File: src/rtl/fp_vec_mult_dma.sv
// fp_vec_mult_dma: Avalon-MM DMA master that feeds operand pairs from memory into the
// FP multiplier peripheral and writes each product back to memory.
// CPU-facing CSR slave (s1) configures and launches jobs; master (m1) does all traffic.
// Optional build macro: FPVM_STOP_ON_NAN_EN (abort the job after an element whose
// flags report NaN; STATUS bit2 records the abort).
module fp_vec_mult_dma (
    input  logic        clk,
    input  logic        reset,
    input  logic [2:0]  avs_s1_address,
    input  logic        avs_s1_read,
    input  logic        avs_s1_write,
    input  logic [31:0] avs_s1_writedata,
    output logic [31:0] avs_s1_readdata,
    output logic        avs_s1_waitrequest,
    output logic [31:0] avm_m1_address,
    output logic        avm_m1_read,
    output logic        avm_m1_write,
    output logic [31:0] avm_m1_writedata,
    input  logic [31:0] avm_m1_readdata,
    input  logic        avm_m1_waitrequest
);

    typedef enum logic [3:0] {
        StIdle, StRdA, StRdB, StWrOp1, StWrOp2, StWrGo, StRdRes, StRdFlg, StWrDst, StDone
    } state_e;

    state_e      state_q, state_d;
    logic [31:0] src_a_q, src_b_q, dst_q, count_q, fpm_base_q;
    logic [31:0] idx_q, a_q, b_q, res_q;
    logic [31:0] readdata_q;
    logic [3:0]  flags_q;
    logic        busy_q, done_q, rd_pend_q;
    logic        go, last_elem, stop, aborted;
    logic [31:0] offset, csr_mux;

`ifdef FPVM_STOP_ON_NAN_EN
    logic abort_q;
    assign stop    = abort_q;
    assign aborted = abort_q;
`else
    assign stop    = 1'b0;
    assign aborted = 1'b0;
`endif

    // A go while busy is dropped, so go only qualifies when idle.
    assign go        = avs_s1_write && (avs_s1_address == 3'd4) && avs_s1_writedata[0] && !busy_q;
    assign last_elem = (idx_q + 32'd1) == count_q;
    assign offset    = {idx_q[29:0], 2'b00};

    // Master FSM state register.
    always_ff @(posedge clk) begin
        if (reset) state_q <= StIdle;
        else       state_q <= state_d;
    end

    // Next-state and master outputs; every bus state holds until waitrequest drops.
    always_comb begin
        state_d          = state_q;
        avm_m1_read      = 1'b0;
        avm_m1_write     = 1'b0;
        avm_m1_address   = 32'd0;
        avm_m1_writedata = 32'd0;
        case (state_q)
            StIdle: if (go) state_d = (count_q == 32'd0) ? StDone : StRdA;
            StRdA: begin
                avm_m1_read    = 1'b1;
                avm_m1_address = src_a_q + offset;
                if (!avm_m1_waitrequest) state_d = StRdB;
            end
            StRdB: begin
                avm_m1_read    = 1'b1;
                avm_m1_address = src_b_q + offset;
                if (!avm_m1_waitrequest) state_d = StWrOp1;
            end
            StWrOp1: begin
                avm_m1_write     = 1'b1;
                avm_m1_address   = fpm_base_q;
                avm_m1_writedata = a_q;
                if (!avm_m1_waitrequest) state_d = StWrOp2;
            end
            StWrOp2: begin
                avm_m1_write     = 1'b1;
                avm_m1_address   = fpm_base_q + 32'h4;
                avm_m1_writedata = b_q;
                if (!avm_m1_waitrequest) state_d = StWrGo;
            end
            StWrGo: begin
                avm_m1_write   = 1'b1;
                avm_m1_address = fpm_base_q + 32'h8;
                if (!avm_m1_waitrequest) state_d = StRdRes;
            end
            StRdRes: begin
                avm_m1_read    = 1'b1;
                avm_m1_address = fpm_base_q + 32'hC;
                if (!avm_m1_waitrequest) state_d = StRdFlg;
            end
            StRdFlg: begin
                avm_m1_read    = 1'b1;
                avm_m1_address = fpm_base_q + 32'h10;
                if (!avm_m1_waitrequest) state_d = StWrDst;
            end
            StWrDst: begin
                avm_m1_write     = 1'b1;
                avm_m1_address   = dst_q + offset;
                avm_m1_writedata = res_q;
                if (!avm_m1_waitrequest) state_d = (last_elem || stop) ? StDone : StRdA;
            end
            StDone:  state_d = StIdle;
            default: state_d = StIdle;
        endcase
    end

    // CSR registers, job status and datapath captures from the master port.
    always_ff @(posedge clk) begin
        if (reset) begin
            src_a_q    <= 32'd0;
            src_b_q    <= 32'd0;
            dst_q      <= 32'd0;
            count_q    <= 32'd0;
            fpm_base_q <= 32'd0;
            idx_q      <= 32'd0;
            a_q        <= 32'd0;
            b_q        <= 32'd0;
            res_q      <= 32'd0;
            flags_q    <= 4'd0;
            busy_q     <= 1'b0;
            done_q     <= 1'b0;
`ifdef FPVM_STOP_ON_NAN_EN
            abort_q    <= 1'b0;
`endif
        end else begin
            if (avs_s1_write && !busy_q) begin
                case (avs_s1_address)
                    3'd0:    src_a_q    <= avs_s1_writedata;
                    3'd1:    src_b_q    <= avs_s1_writedata;
                    3'd2:    dst_q      <= avs_s1_writedata;
                    3'd3:    count_q    <= avs_s1_writedata;
                    3'd6:    fpm_base_q <= avs_s1_writedata;
                    default: ;
                endcase
            end
            if (go) begin
                busy_q  <= 1'b1;
                done_q  <= 1'b0;
                flags_q <= 4'd0;
                idx_q   <= 32'd0;
`ifdef FPVM_STOP_ON_NAN_EN
                abort_q <= 1'b0;
`endif
            end
            if (!avm_m1_waitrequest) begin
                case (state_q)
                    StRdA:   a_q   <= avm_m1_readdata;
                    StRdB:   b_q   <= avm_m1_readdata;
                    StRdRes: res_q <= avm_m1_readdata;
                    StRdFlg: begin
                        flags_q <= flags_q | avm_m1_readdata[3:0];
`ifdef FPVM_STOP_ON_NAN_EN
                        if (avm_m1_readdata[0]) abort_q <= 1'b1;
`endif
                    end
                    StWrDst: idx_q <= idx_q + 32'd1;
                    default: ;
                endcase
            end
            if (state_q == StDone) begin
                busy_q <= 1'b0;
                done_q <= 1'b1;
            end
        end
    end

    // CSR read mux, sampled in the first (stalled) read cycle.
    always_comb begin
        csr_mux = 32'd0;
        case (avs_s1_address)
            3'd0:    csr_mux = src_a_q;
            3'd1:    csr_mux = src_b_q;
            3'd2:    csr_mux = dst_q;
            3'd3:    csr_mux = count_q;
            3'd5:    csr_mux = {24'd0, flags_q, 1'b0, aborted, done_q, busy_q};
            3'd6:    csr_mux = fpm_base_q;
            default: csr_mux = 32'd0;
        endcase
    end

    // One-wait-state CSR read: register data in cycle 1, release waitrequest in cycle 2.
    always_ff @(posedge clk) begin
        if (reset) begin
            rd_pend_q  <= 1'b0;
            readdata_q <= 32'd0;
        end else begin
            rd_pend_q <= avs_s1_read && !rd_pend_q;
            if (avs_s1_read && !rd_pend_q) readdata_q <= csr_mux;
        end
    end

    assign avs_s1_readdata    = readdata_q;
    assign avs_s1_waitrequest = avs_s1_read && !rd_pend_q;

endmodule

File: config.mk
export PLATFORM = sky130hd
export DESIGN_NAME = fp_vec_mult_dma
export DESIGN_NICKNAME = d
export VERILOG_FILES = /design/src/rtl/fp_vec_mult_dma.sv
export SDC_FILE = /design/constraint.sdc
export NUM_CORES = 1
export LEC_CHECK = 0
export ABC_AREA = 1
export BUFFER_PORTS_ARGS = -buffer_cell sky130_fd_sc_hd__buf_2
export CELL_PAD_IN_SITES_DETAIL_PLACEMENT = 1
export CELL_PAD_IN_SITES_GLOBAL_PLACEMENT = 2
export CORE_AREA = 2 2 229 231
export DETAILED_ROUTE_END_ITERATION = 12
export DIE_AREA = 0 0 231 233
export PLACE_DENSITY_LB_ADDON = 0.15
export SYNTH_ARGS = -nofsm -noshare
export SYNTH_HDL_FRONTEND = slang
export SYNTH_SLANG_ARGS = --single-unit
export TNS_END_PERCENT = 30
File: constraint.sdc
create_clock -name clk -period 8.3 [get_ports clk]
set_clock_uncertainty 0.2 [all_clocks]
set_input_delay 1.66 -clock clk [delete_from_list [all_inputs] [get_ports clk]]
set_output_delay 1.66 -clock clk [all_outputs]
set_load 0.02 [all_outputs]
==> tab_implementation.tex <==
\begin{tabular}{lr}
\hline
Metric & Value \\
\hline
\multicolumn{2}{l}{\textbf{Outcome}} \\
Result of the run & finished, final reports clean \\
\multicolumn{2}{l}{\textbf{Placed design}} \\
HPWL after DPL & 69100 um \\
Worst setup slack before clock tree synthesis & 1.85 ns \\
Last weighted congestion value of the routability-driven placer & 1.03 \\
Port bufs & 170 \\
\multicolumn{2}{l}{\textbf{Clocking}} \\
Cts hold-fix bufs & 0 \\
Clock latency at the later pin of the worst-skew pair & 0.58 ns \\
Post CTS Setup Buffer Count & 0 \\
Sink count of the clock tree & 331 \\
CTS max path bufs & 3 \\
CTS Root Cell & clkbuf\_16 \\
Resized Gates After CTS & 0 \\
Clock-pin slew of the registers on the worst-case setup and hold paths & 0.06 ns \\
Maximum level of the CTS H-tree & 2 \\
Total clock buffers created by CTS & 40 \\
TritonCTS clock tree & yes \\
\multicolumn{2}{l}{\textbf{Floorplan}} \\
Site row count & 83 \\
Die height & 233 um \\
Number of top-level design ports & 171 \\
Floorplan core area & 0.0511 mm2 \\
Die X & 231 um \\
Starting utilization of the core area & 35.9\% \\
Die Outline Area & 0.0538 mm2 \\
\multicolumn{2}{l}{\textbf{Yosys}} \\
Share of the synthesized area in the top cell type & 36.1\% \\
Number of synthesized flops with an enable pin & 0 \\
Synthesized area per cell & 6.69 um2 \\
Mapped cell area & 0.0183 mm2 \\
Yosys Warn Count & 0 \\
Syn nets & 2855 \\
Cells after synthesis & 2743 \\
Part of the Yosys area used for sequential elements & 36.1\% \\
Cell type with the largest total area after synthesis & dfxtp\_1 \\
Leading cell types by total area after synthesis & dfxtp\_1 (36\%), nand2\_1 (11\%), a21oi\_1 (9.3\%) \\
Proportion of synthesized flip-flops having asynchronous set or reset & 0\% \\
Primary flip-flop cell chosen by synthesis mapping & dfxtp\_1 \\
Yosys cell types & 52 \\
Post-synthesis register bit count & 331 \\
\multicolumn{2}{l}{\textbf{Finish}} \\
Commonest non-fill, non-tap cell in the layout & nand2\_1 \\
Commonest non-fill, non-tap cells in the layout & nand2\_1 (538), a21oi\_1 (341), o21ai\_0 (332), dfxtp\_1 (331), inv\_1 (307) \\
Ratio of cells with drive above 1 in the final layout & 10.9\% \\
Area overhead of the layout relative to synthesis & 15.2\% \\
Net total in the final layout & 2950 \\
\multicolumn{2}{l}{\textbf{Power and ir drop}} \\
Power per cell area & 195 mW/mm2 \\
Power share of the clock group & 45.9\% \\
Cell-internal power & 2.91 mW \\
Leakage & 8.09 nW \\
Max IR drop VDD & 124 uV \\
Share of total power consumed by net switching & 29.1\% \\
Power share of the sequential group & 41.4\% \\
Net Switching & 1.20 mW \\
Combinational cell fraction of total power & 12.7\% \\
\multicolumn{2}{l}{\textbf{Critical path}} \\
Required time of the critical path & 6.44 ns \\
Critical path class & register to output pin \\
Peak fanout along the critical path & 21 \\
Crit path capture type & output pin \\
Arr. time, crit path & 5.34 ns \\
Critical path startpoint category & register \\
\multicolumn{2}{l}{\textbf{Job}} \\
\# Max-Cap Violations & 0 \\
\multicolumn{2}{l}{\textbf{Timing}} \\
Slew @ Worst Pin & 1.18 ns \\
Final hold viol count & 0 \\
Slew margin rel. & 20.8\% \\
Pins over their slew limit & 0 \\
Highest attainable clock frequency & 0.139 GHz \\
Setup repair after global routing missed its margin & no \\
Shortest clock period the worst path allows after layout & 7.20 ns \\
Total negative slack for setup checks & 0 ns \\
Worst-case setup margin in the final layout & 1.10 ns \\
Post-route clock period utilization & 86.7\% \\
Final Setup Violations & 0 \\
\multicolumn{2}{l}{\textbf{Drt}} \\
Final wirelength & 91100 um \\
Number of vias after detailed routing & 20400 \\
DR pass1 iterations & 5 \\
Routed len/inst & 25.7 um \\
Detail-routed via count per cell & 5.75 \\
Antenna Violating Nets Remaining & 0 \\
Number of DRC violations after detailed routing & 0 \\
Iteration-0 DRC count of the detailed router & 1691 \\
\multicolumn{2}{l}{\textbf{Global routing}} \\
Maximum number of pins on one net before global-route repair & 108 \\
Wire length of the first global-routing pass & 133000 um \\
Total grt overflow & 0 \\
Number of global-route vias before repair & 20300 \\
Number of antenna violations at the first check in global routing & 4 \\
Global Route Usage Sum & 33.1\% \\
\multicolumn{2}{l}{\textbf{Hold path}} \\
Hold/Removal Path Class & register to register \\
\hline
\end{tabular}
-- state kept, by name, indices dropped and copies added, names as in the netlist --
register	flops
dst_q	32
rd_pend_q	1
b_q	32
src_a_q	32
state_q	4
done_q	1
fpm_base_q	32
avs_s1_readdata	32
res_q	32
a_q	32
busy_q	1
count_q	32
flags_q	4
idx_q	32
src_b_q	32
-- power by group through the flow --
stage	Clock (mW)	Combinational, mW	Sequential, mW
after global placement	0	0.504	1.73
after CTS	1.92	0.514	1.70
after detailed placement	0	0.511	1.74
after global routing	1.98	0.560	1.71
after floorplan	0	0.293	1.71
final	1.89	0.524	1.70
-- metrics by stage --
step / hold WS [ns] / utilization, % / power (mW) / instance area, um2 / instances
global route: 0.271 / 41.3 / 4.24 / 21100 / 3547
detailed placement: 0.248 / 38.6 / 2.25 / 19700 / 3476
finish: 0.256 / 41.4 / 4.11 / 21100 / 3549
floorplan: 0.226 / - / 2.01 / 18300 / 2743
global placement: 0.239 / 38.6 / 2.24 / 19700 / 3476
CTS: 0.258 / 41.3 / 4.13 / 21100 / 3547
-- final timing paths --
check	startpoint	to	slack, ns	cells after the start
setup / recovery	state_q[0]	avm_m1_address[28]	1.10	17
hold / removal	b_q[22]	b_q[22]	0.26	2
setup reg to reg	idx_q[0]	state_q[3]	4.94	16
hold reg to reg	b_q[22]	b_q[22]	0.26	2
-- critical path, stage by stage, from the launching register on --
cell and delay, ns:
dfxtp_1 0.38, nor2_1 0.22, nand2_2 0.08, inv_1 0.52, nor2_2 0.33, inv_2 0.40
o221ai_1 0.19, ha_1 0.25, fa_1 0.38, nand2_1 0.10, a21oi_1 0.15, a21oi_1 0.25
inv_1 0.09, a21oi_1 0.30, o21ai_0 0.19, o21ai_0 0.58, nand3_1 0.14, buf_2 0.21
-- area by class of cell --
type / instances / area [um2]
flip-flops and latches: 331 / 6630
clock buffers: 53 / 1150
fillers: 6645 / 30000
diodes: 2 / 5.00
inverters: 319 / 1200
repair buffers: 198 / 1060
clock inverters: 18 / 244
multi-input cells: 1948 / 9990
well taps: 680 / 851
-- cells in the mapped netlist (3+ instances only) --
cell / instances
nand2_1: 540
a21oi_1: 341
o21ai_0: 332
dfxtp_1: 331
inv_1: 307
nor2_1: 254
clkbuf_1: 126
nand3_1: 118
o221ai_1: 84
ha_1: 38
o22ai_1: 29
nor3_1: 20
a211oi_1: 18
nand4_1: 17
xnor2_1: 15
xor2_1: 13
o211ai_1: 12
a31oi_1: 10
nor2_2: 10
o31ai_1: 10
buf_1: 9
buf_2: 8
o2111ai_1: 8
inv_2: 7
nor2_4: 7
nor4_1: 7
o21ai_1: 6
o21bai_1: 6
a221oi_1: 5
clkinv_1: 5
nand2_2: 5
or2_2: 5
a21o_1: 4
o21a_1: 4
o41ai_1: 4
a22oi_1: 3
nand3b_1: 3
nor3_2: 3
xnor3_1: 3
-- cells by family (layout without fill, tap and decap cells) --
kind of cell	Yosys count	after routing	synth area share [%]
XOR/XNOR	31	31	1.70
other	0	2	0
AO/OA/AOI/OAI	882	882	27.3
AND/OR/NAND/NOR	995	995	22.5
buffers and inverters	464	588	9.59
adder cells (fa/ha/maj)	40	40	2.81
flip-flops	331	331	36.1
-- routing by layer --
metal | global-route usage (%) | part of all wire [%] | up-vias
met1 | 43.3 | 44 | 10100
met5 | 0 | 0.013 | -
li1 | - | - | 9459
met3 | 4.13 | 5.7 | 162
met4 | 15.3 | 4.7 | 2
met2 | 54.2 | 46 | 670
Power figures use the tool's default switching activity.
